`config.mk`:
```
export PLATFORM = sky130hd
export DESIGN_NAME = snoint_gate_seq
export DESIGN_NICKNAME = d
export VERILOG_FILES = /design/src/rtl/snoint_gate_seq.sv
export SDC_FILE = /design/constraint.sdc
export NUM_CORES = 1
export LEC_CHECK = 0
export BUFFER_PORTS_ARGS = -buffer_cell sky130_fd_sc_hd__buf_4
export CAP_MARGIN = 40
export CELL_PAD_IN_SITES_DETAIL_PLACEMENT = 1
export CELL_PAD_IN_SITES_GLOBAL_PLACEMENT = 2
export CORE_MARGIN = 2
export CORE_UTILIZATION = 30
export CTS_CLUSTER_DIAMETER = 60
export DETAILED_ROUTE_END_ITERATION = 10
export PLACE_DENSITY_LB_ADDON = 0.1
export SLEW_MARGIN = 15
export SYNTH_ARGS = -nofsm -noshare
export SYNTH_HDL_FRONTEND = slang
export SYNTH_SLANG_ARGS = --single-unit
```
`constraint.sdc`:
```
create_clock -name CLK -period 2.2 [get_ports CLK]
set_clock_uncertainty 0.2 [all_clocks]
set_input_delay 0.33 -clock CLK [delete_from_list [all_inputs] [get_ports CLK]]
set_output_delay 0.33 -clock CLK [all_outputs]
set_load 0.02 [all_outputs]
```
`src/rtl/snoint_gate_seq.sv`:
```
// Gate/hold/convert/dump sequencer for the 4-channel dual-gain charge integrator.
// Latency: ING rises 1 clk after TRIG is sampled; every output is registered.
// Backpressure: waits indefinitely on ADC_ACK per request; TRIG is ignored while busy.
// Optional: SNOINT_GATE_SEQ_LOST_CNT_EN adds LOST_CNT/LOST_CLR (lost-trigger counter).
module snoint_gate_seq #(
  parameter int NCH           = 4,
  parameter int GATE_W        = 8,
  parameter int DUMP_CYCLES   = 16,
  parameter int SETTLE_CYCLES = 2,
  parameter int ADC_W         = 12
) (
  input  logic                        CLK,
  input  logic                        RST_N,
  input  logic                        TRIG,
  input  logic [GATE_W-1:0]           GATE_LEN,
  input  logic [NCH-1:0]              CH_MASK,
  output logic [NCH-1:0]              ING,
  output logic                        HOLD,
  output logic                        DUMP,
  output logic                        ADC_REQ,
  output logic [$clog2(2*NCH)-1:0]    ADC_SEL,
  input  logic                        ADC_ACK,
  input  logic [ADC_W-1:0]            ADC_DATA,
  output logic                        RESULT_VALID,
  output logic [$clog2(2*NCH)-1:0]    RESULT_SEL,
  output logic [ADC_W-1:0]            RESULT_DATA,
  output logic                        BUSY,
  output logic                        DONE
`ifdef SNOINT_GATE_SEQ_LOST_CNT_EN
  ,
  output logic [7:0]                  LOST_CNT,
  input  logic                        LOST_CLR
`endif
);

  localparam int NS    = 2 * NCH;
  localparam int SEL_W = $clog2(NS);
  localparam int DW    = $clog2(DUMP_CYCLES + 1);
  localparam int SW    = $clog2(SETTLE_CYCLES + 1);
  localparam int CNT_W = (GATE_W > DW) ? ((GATE_W > SW) ? GATE_W : SW) : ((DW > SW) ? DW : SW);
  localparam logic [CNT_W-1:0] SETTLE_LAST = CNT_W'(SETTLE_CYCLES - 1);
  localparam logic [CNT_W-1:0] DUMP_LAST   = CNT_W'(DUMP_CYCLES - 1);

  typedef enum logic [2:0] {S_IDLE, S_INTEG, S_SETTLE, S_CONVERT, S_DUMP} state_t;

  state_t              state, state_n;
  logic [CNT_W-1:0]    cnt, cnt_n, gate_last;
  logic [GATE_W-1:0]   gate_q, gate_n;
  logic [NCH-1:0]      mask_q, mask_n;
  logic [SEL_W-1:0]    sel_n, rsel_n;
  logic [ADC_W-1:0]    rdata_n;
  logic                req_n, rv_n, done_n, accept;
  logic [NS-1:0]       sel_en, above;
  logic [SEL_W:0]      first_hit, next_hit;

  // Lowest set bit of v as {found, index}.
  function automatic logic [SEL_W:0] lowest(input logic [NS-1:0] v);
    logic [SEL_W:0] r;
    logic [NS-1:0]  t;
    r = '0;
    t = v;
    for (int i = 0; i < NS; i++) begin
      if (t[0] && !r[SEL_W]) r = {1'b1, SEL_W'(i)};
      t = t >> 1;
    end
    return r;
  endfunction

  // Both gains of a channel share its mask bit.
  for (genvar c = 0; c < NCH; c++) begin : g_en
    assign sel_en[2*c+1:2*c] = {2{mask_q[c]}};
  end

  assign above     = ~((NS'(2) << ADC_SEL) - NS'(1));
  assign first_hit = lowest(sel_en);
  assign next_hit  = lowest(sel_en & above);
  assign gate_last = CNT_W'(gate_q) - CNT_W'(1);
  // DONE marks the cycle in which a trigger must not be accepted.
  assign accept    = (state == S_IDLE) && TRIG && !DONE;

  // Next-state and next-output computation for the sequencer.
  always_comb begin
    state_n = state;
    cnt_n   = cnt;
    gate_n  = gate_q;
    mask_n  = mask_q;
    sel_n   = ADC_SEL;
    req_n   = ADC_REQ;
    rv_n    = 1'b0;
    rsel_n  = RESULT_SEL;
    rdata_n = RESULT_DATA;
    done_n  = 1'b0;
    case (state)
      S_IDLE: begin
        if (accept) begin
          gate_n  = (GATE_LEN == '0) ? GATE_W'(1) : GATE_LEN;
          mask_n  = CH_MASK;
          cnt_n   = '0;
          state_n = S_INTEG;
        end
      end
      S_INTEG: begin
        if (cnt == gate_last) begin
          cnt_n   = '0;
          state_n = S_SETTLE;
        end else begin
          cnt_n = cnt + CNT_W'(1);
        end
      end
      S_SETTLE: begin
        if (cnt == SETTLE_LAST) begin
          cnt_n = '0;
          if (first_hit[SEL_W]) begin
            sel_n   = first_hit[SEL_W-1:0];
            req_n   = 1'b1;
            state_n = S_CONVERT;
          end else begin
            state_n = S_DUMP;
          end
        end else begin
          cnt_n = cnt + CNT_W'(1);
        end
      end
      S_CONVERT: begin
        if (!ADC_REQ) begin
          // One idle cycle has passed since the last acknowledge.
          req_n = 1'b1;
        end else if (ADC_ACK) begin
          req_n   = 1'b0;
          rv_n    = 1'b1;
          rsel_n  = ADC_SEL;
          rdata_n = ADC_DATA;
          if (next_hit[SEL_W]) begin
            sel_n = next_hit[SEL_W-1:0];
          end else begin
            sel_n   = '0;
            cnt_n   = '0;
            state_n = S_DUMP;
          end
        end
      end
      S_DUMP: begin
        if (cnt == DUMP_LAST) begin
          cnt_n   = '0;
          done_n  = 1'b1;
          state_n = S_IDLE;
        end else begin
          cnt_n = cnt + CNT_W'(1);
        end
      end
      default: state_n = S_IDLE;
    endcase
  end

  // State, latched configuration and registered outputs.
  always_ff @(posedge CLK or negedge RST_N) begin
    if (!RST_N) begin
      state        <= S_IDLE;
      cnt          <= '0;
      gate_q       <= '0;
      mask_q       <= '0;
      ADC_SEL      <= '0;
      ADC_REQ      <= 1'b0;
      RESULT_VALID <= 1'b0;
      RESULT_SEL   <= '0;
      RESULT_DATA  <= '0;
      DONE         <= 1'b0;
      ING          <= '0;
      HOLD         <= 1'b0;
      DUMP         <= 1'b0;
      BUSY         <= 1'b0;
    end else begin
      state        <= state_n;
      cnt          <= cnt_n;
      gate_q       <= gate_n;
      mask_q       <= mask_n;
      ADC_SEL      <= sel_n;
      ADC_REQ      <= req_n;
      RESULT_VALID <= rv_n;
      RESULT_SEL   <= rsel_n;
      RESULT_DATA  <= rdata_n;
      DONE         <= done_n;
      ING          <= {NCH{state_n == S_INTEG}};
      HOLD         <= (state_n == S_SETTLE) || (state_n == S_CONVERT);
      DUMP         <= (state_n == S_DUMP);
      BUSY         <= (state_n != S_IDLE);
    end
  end

`ifdef SNOINT_GATE_SEQ_LOST_CNT_EN
  logic trig_q;

  // Count TRIG rising edges that arrive while a sequence is running.
  always_ff @(posedge CLK or negedge RST_N) begin
    if (!RST_N) begin
      trig_q   <= 1'b0;
      LOST_CNT <= '0;
    end else begin
      trig_q <= TRIG;
      if (LOST_CLR || accept) begin
        LOST_CNT <= '0;
      end else if (TRIG && !trig_q && BUSY && (LOST_CNT != 8'hFF)) begin
        LOST_CNT <= LOST_CNT + 8'd1;
      end
    end
  end
`endif

endmodule

```
==> flow_metrics.py <==
metrics = {
    "final_layout": {
        "final-seq-area_sq_mm": 0.00120,
        "finalNetCount": 400,
        "drive_above_1_share_pct": 40.7,
        "final_common_cell": "buf_4",
        "areaGrowthSynthToFinish_pct": 39.4,
        "multiInputGateArea_sq_mm": 0.00134,
        "n_antenna_cell": 0,
        "fill_cells": 996,
        "design_area_sq_mm": 0.00358,
        "layout_common_cells": "buf_4 (97), nand2_1 (61), dfrtp_1 (46)",
    },
    "yosys": {
        "ys_seq_elements": 48,
        "synth_edf_count": 0,
        "syn_area_per_cell_sq_um": 9.37,
        "syn_nets": 305,
        "synth_seq_area_share_pct": 46.8,
        "ys.flop_type": "dfrtp_1",
        "netlist_area_sq_mm": 0.00257,
        "synth_area_leaders": "dfrtp_1 (47%), nand2_1 (8.9%), mux2_2 (6.6%)",
        "synth_top_area_share_pct": 46.8,
        "yosys.area.top_type": "dfrtp_1",
        "synth_warnings": 0,
        "synth_cell_types": 44,
        "async_flop_share_pct": 100,
        "syn_inst": 274,
    },
    "min_path": {
        "hold_depth": 3,
        "hold_end": "mask_q[2]$_DFFE_PN0P_",
        "hp-start": "CH_MASK[2]",
        "holdCritPathClass": "in -> reg",
    },
    "critical_path": {
        "r2r_end": "cnt[2]$_DFFE_PN0P_",
        "critPathArrivalTime_ps": 2280,
        "critPathBufInv": 3,
        "path_class": "reg -> reg",
        "reg2reg_from": "gate_q[1]$_DFFE_PN0P_",
        "cp_cell_sequence": "inv_2 -> ha_4 -> nand2_1 -> mux2i_1 -> a21oi_2 -> a2111oi_4 -> a21oi_4 -> buf_12 -> buf_4 -> o22ai_2 -> nand2_1",
        "cpMostUsedCell": "nand2_1",
        "cp_slowest_cell": "a2111oi_4",
        "start_kind": "flop",
        "rr_worst_depth": 11,
        "cp_data_required_time_ps": 2190,
        "rrSetupSlack_ps": -90,
        "max_stage_delay_ps": 440,
        "end_kind": "flop",
        "critical_path.top_delay_family": "compound AO/OA/AOI/OAI gates",
        "crit_path_max_fanout": 5,
    },
    "grt": {
        "grt_pass1_wl_mm": 11.5,
        "grt_max_degree": 49,
        "antenna_found_initial": 0,
        "overflow": 0,
        "grt_pass1_vias": 2399,
        "grtUsageTotal_pct": 15.9,
    },
    "placed_design": {
        "placed_area_sq_mm": 0.00336,
        "port_buffers": 55,
        "gp_congestion": 0.787,
        "place.detailed.hpwl_mm": 5.12,
    },
    "timing": {
        "min_period_over_period_pct": 104,
        "max_freq_mhz": 437,
        "period_needed_ps": 2290,
        "setup_slack_ps": -87.1,
        "tightest_slew_ps": 637,
        "finalSetupViolCount": 7,
        "hold_violations": 0,
        "rsz0062_at_grt": "yes",
        "slew_headroom_pct": 57.5,
        "drv_slew": 0,
    },
    "clocking": {
        "root_buffer": "clkbuf_8",
        "clock_latency_ps": 290,
        "clkSinkCount": 48,
        "cts.path.max_buffers": 2,
        "htreeDepth": 2,
        "cts_buffers": 5,
        "clk_pin_slew_worst_paths_ps": 90,
        "tritoncts": "built",
    },
    "floorplanning": {
        "start_util_pct": 31.1,
        "die-area_sq_mm": 0.00932,
        "die_width_um": 96.5,
        "core.rowCount": 33,
        "dieHeight_um": 96.5,
        "core_area_sq_mm": 0.00826,
        "io_pins": 56,
    },
    "outcome": {
        "status": "finished, violations left",
        "violations": "negative setup slack",
    },
    "pwr": {
        "powerDensity_mw_per_mm2": 1430,
        "power.leakage_nw": 1.67,
        "ir_worst_vdd_v": 0.000588,
        "totalPowerFinal_mw": 5.11,
    },
    "drt": {
        "routed-wl-met3_um": 220,
        "ant_nets": 0,
        "drt-met1-wl_mm": 3.32,
        "drtIter0Drc": 38,
        "drc": 0,
        "via_count": 2288,
        "wl_mm": 6.94,
        "firstDrtPassIters": 4,
        "wl_met2_mm": 3.34,
        "routed.top_layer": "met4",
        "vias_per_cell": 4.83,
        "wl_per_cell_um": 14.6,
    },
    "flow_run": {
        "drv_cap": 0,
    },
}
worst reg2reg max path: stages (launching register included):
cell,delay [ps]
dfrtp_1,400
inv_2,80
ha_4,150
nand2_1,50
mux2i_1,160
a21oi_2,100
a2111oi_4,440
a21oi_4,120
buf_12,150
buf_4,120
o22ai_2,150
nand2_1,60
power by group:
group / internal [mW] / leakage (nW) / switching (mW)
registers: 1.23 / 0.604 / 0.358
clock network: 0.216 / 0.0400 / 0.286
logic: 1.51 / 1.02 / 1.51
how the worst max path moves through the flow:
stage,endpoint,from,slack [ps],cells after the start
after global routing,cnt[6]$_DFFE_PN0P_,gate_q[0]$_DFFE_PN0P_,-230,9
final,cnt[2]$_DFFE_PN0P_,gate_q[1]$_DFFE_PN0P_,-90,11
after floorplan,state[0]$_DFF_PN0_,gate_q[0]$_DFFE_PN0P_,-80,10
after global placement,state[0]$_DFF_PN0_,gate_q[0]$_DFFE_PN0P_,-50,9
after CTS,cnt[2]$_DFFE_PN0P_,gate_q[1]$_DFFE_PN0P_,-90,10
after detailed placement,cnt[6]$_DFFE_PN0P_,gate_q[1]$_DFFE_PN0P_,-130,9
kinds of logic after synthesis:
kind of cell	after synthesis	synth area share (%)
simple gates	120	22.4
compound gates	52	13.7
flops	48	46.8
buf+inv	23	4.14
mux	17	7.84
xor+xnor	11	3.75
fa+ha+maj	3	1.46
area by class of cell:
type / count / share of cell area, %
Clock buffer: 5 / 1.92
Clock inverter: 2 / 0.349
Inverter: 9 / 0.943
Multi-Input combinational cell: 203 / 37.3
Sequential cell: 48 / 33.6
Tap cell: 105 / 3.67
Timing Repair Buffer: 102 / 22.2
flip-flops by register name, summed over array words and instances (netlist names), 3 cells and up:
signal       count
ADC_SEL          3
RESULT_SEL       3
mask_q           4
state            3
RESULT_DATA     12
gate_q           8
cnt              8
stage by stage:
stage	setup TNS, ps	instances	hold slack, ps	util [%]	setup WS (ps)
2_1_floorplan	-111	274	-166	-	-83.8
3_3_place_gp	-223	460	203	40.6	-48.4
3_5_place_dp	-713	461	202	40.7	-128
4_1_cts	-334	473	10.9	42.8	-85.8
5_1_grt	-1820	474	26.3	43.4	-231
6_report	-348	474	25.0	43.4	-87.1
layer usage:
metal,vias to the layer above,global-route usage [%]
met3,4,2.79
met5,-,0
met1,1111,20.9
met2,38,27.4
met4,0,3.64
li1,1135,-
timing repair:
| item | CTS | global route |
|---|---|---|
| setup endpoints to repair | 7 | 15 |
| pin swaps | 9 | 3 |
| buffers inserted | 4 | 1 |
| endpoints found under the hold margin | 48 | 0 |
| gates resized for setup | 15 | 10 |
| hold buffers | 1 | 0 |
synth_stat cells, types with 2 or more instances:
cell      count
a21oi_1      10
or2_2         2
clkbuf_1      6
dfrtp_1      48
nand2_1      61
nor2_2        2
nor4_1        4
nor3_1        6
inv_1         9
o311ai_0      2
xor2_1        5
nor4_4        2
ha_1          3
o31ai_1       2
o21bai_1      2
nand4_1       4
o22a_1        2
buf_2         4
nand3_1       5
nor2b_1       7
o21ai_0      17
buf_4         4
a21o_1        2
mux2_2       15
o211ai_1      4
nor2_1       19
o22ai_1       2
a31oi_1       2
nand2b_1      2
nand3b_1      2
xnor2_1       6
Power figures use the tool's default switching activity.
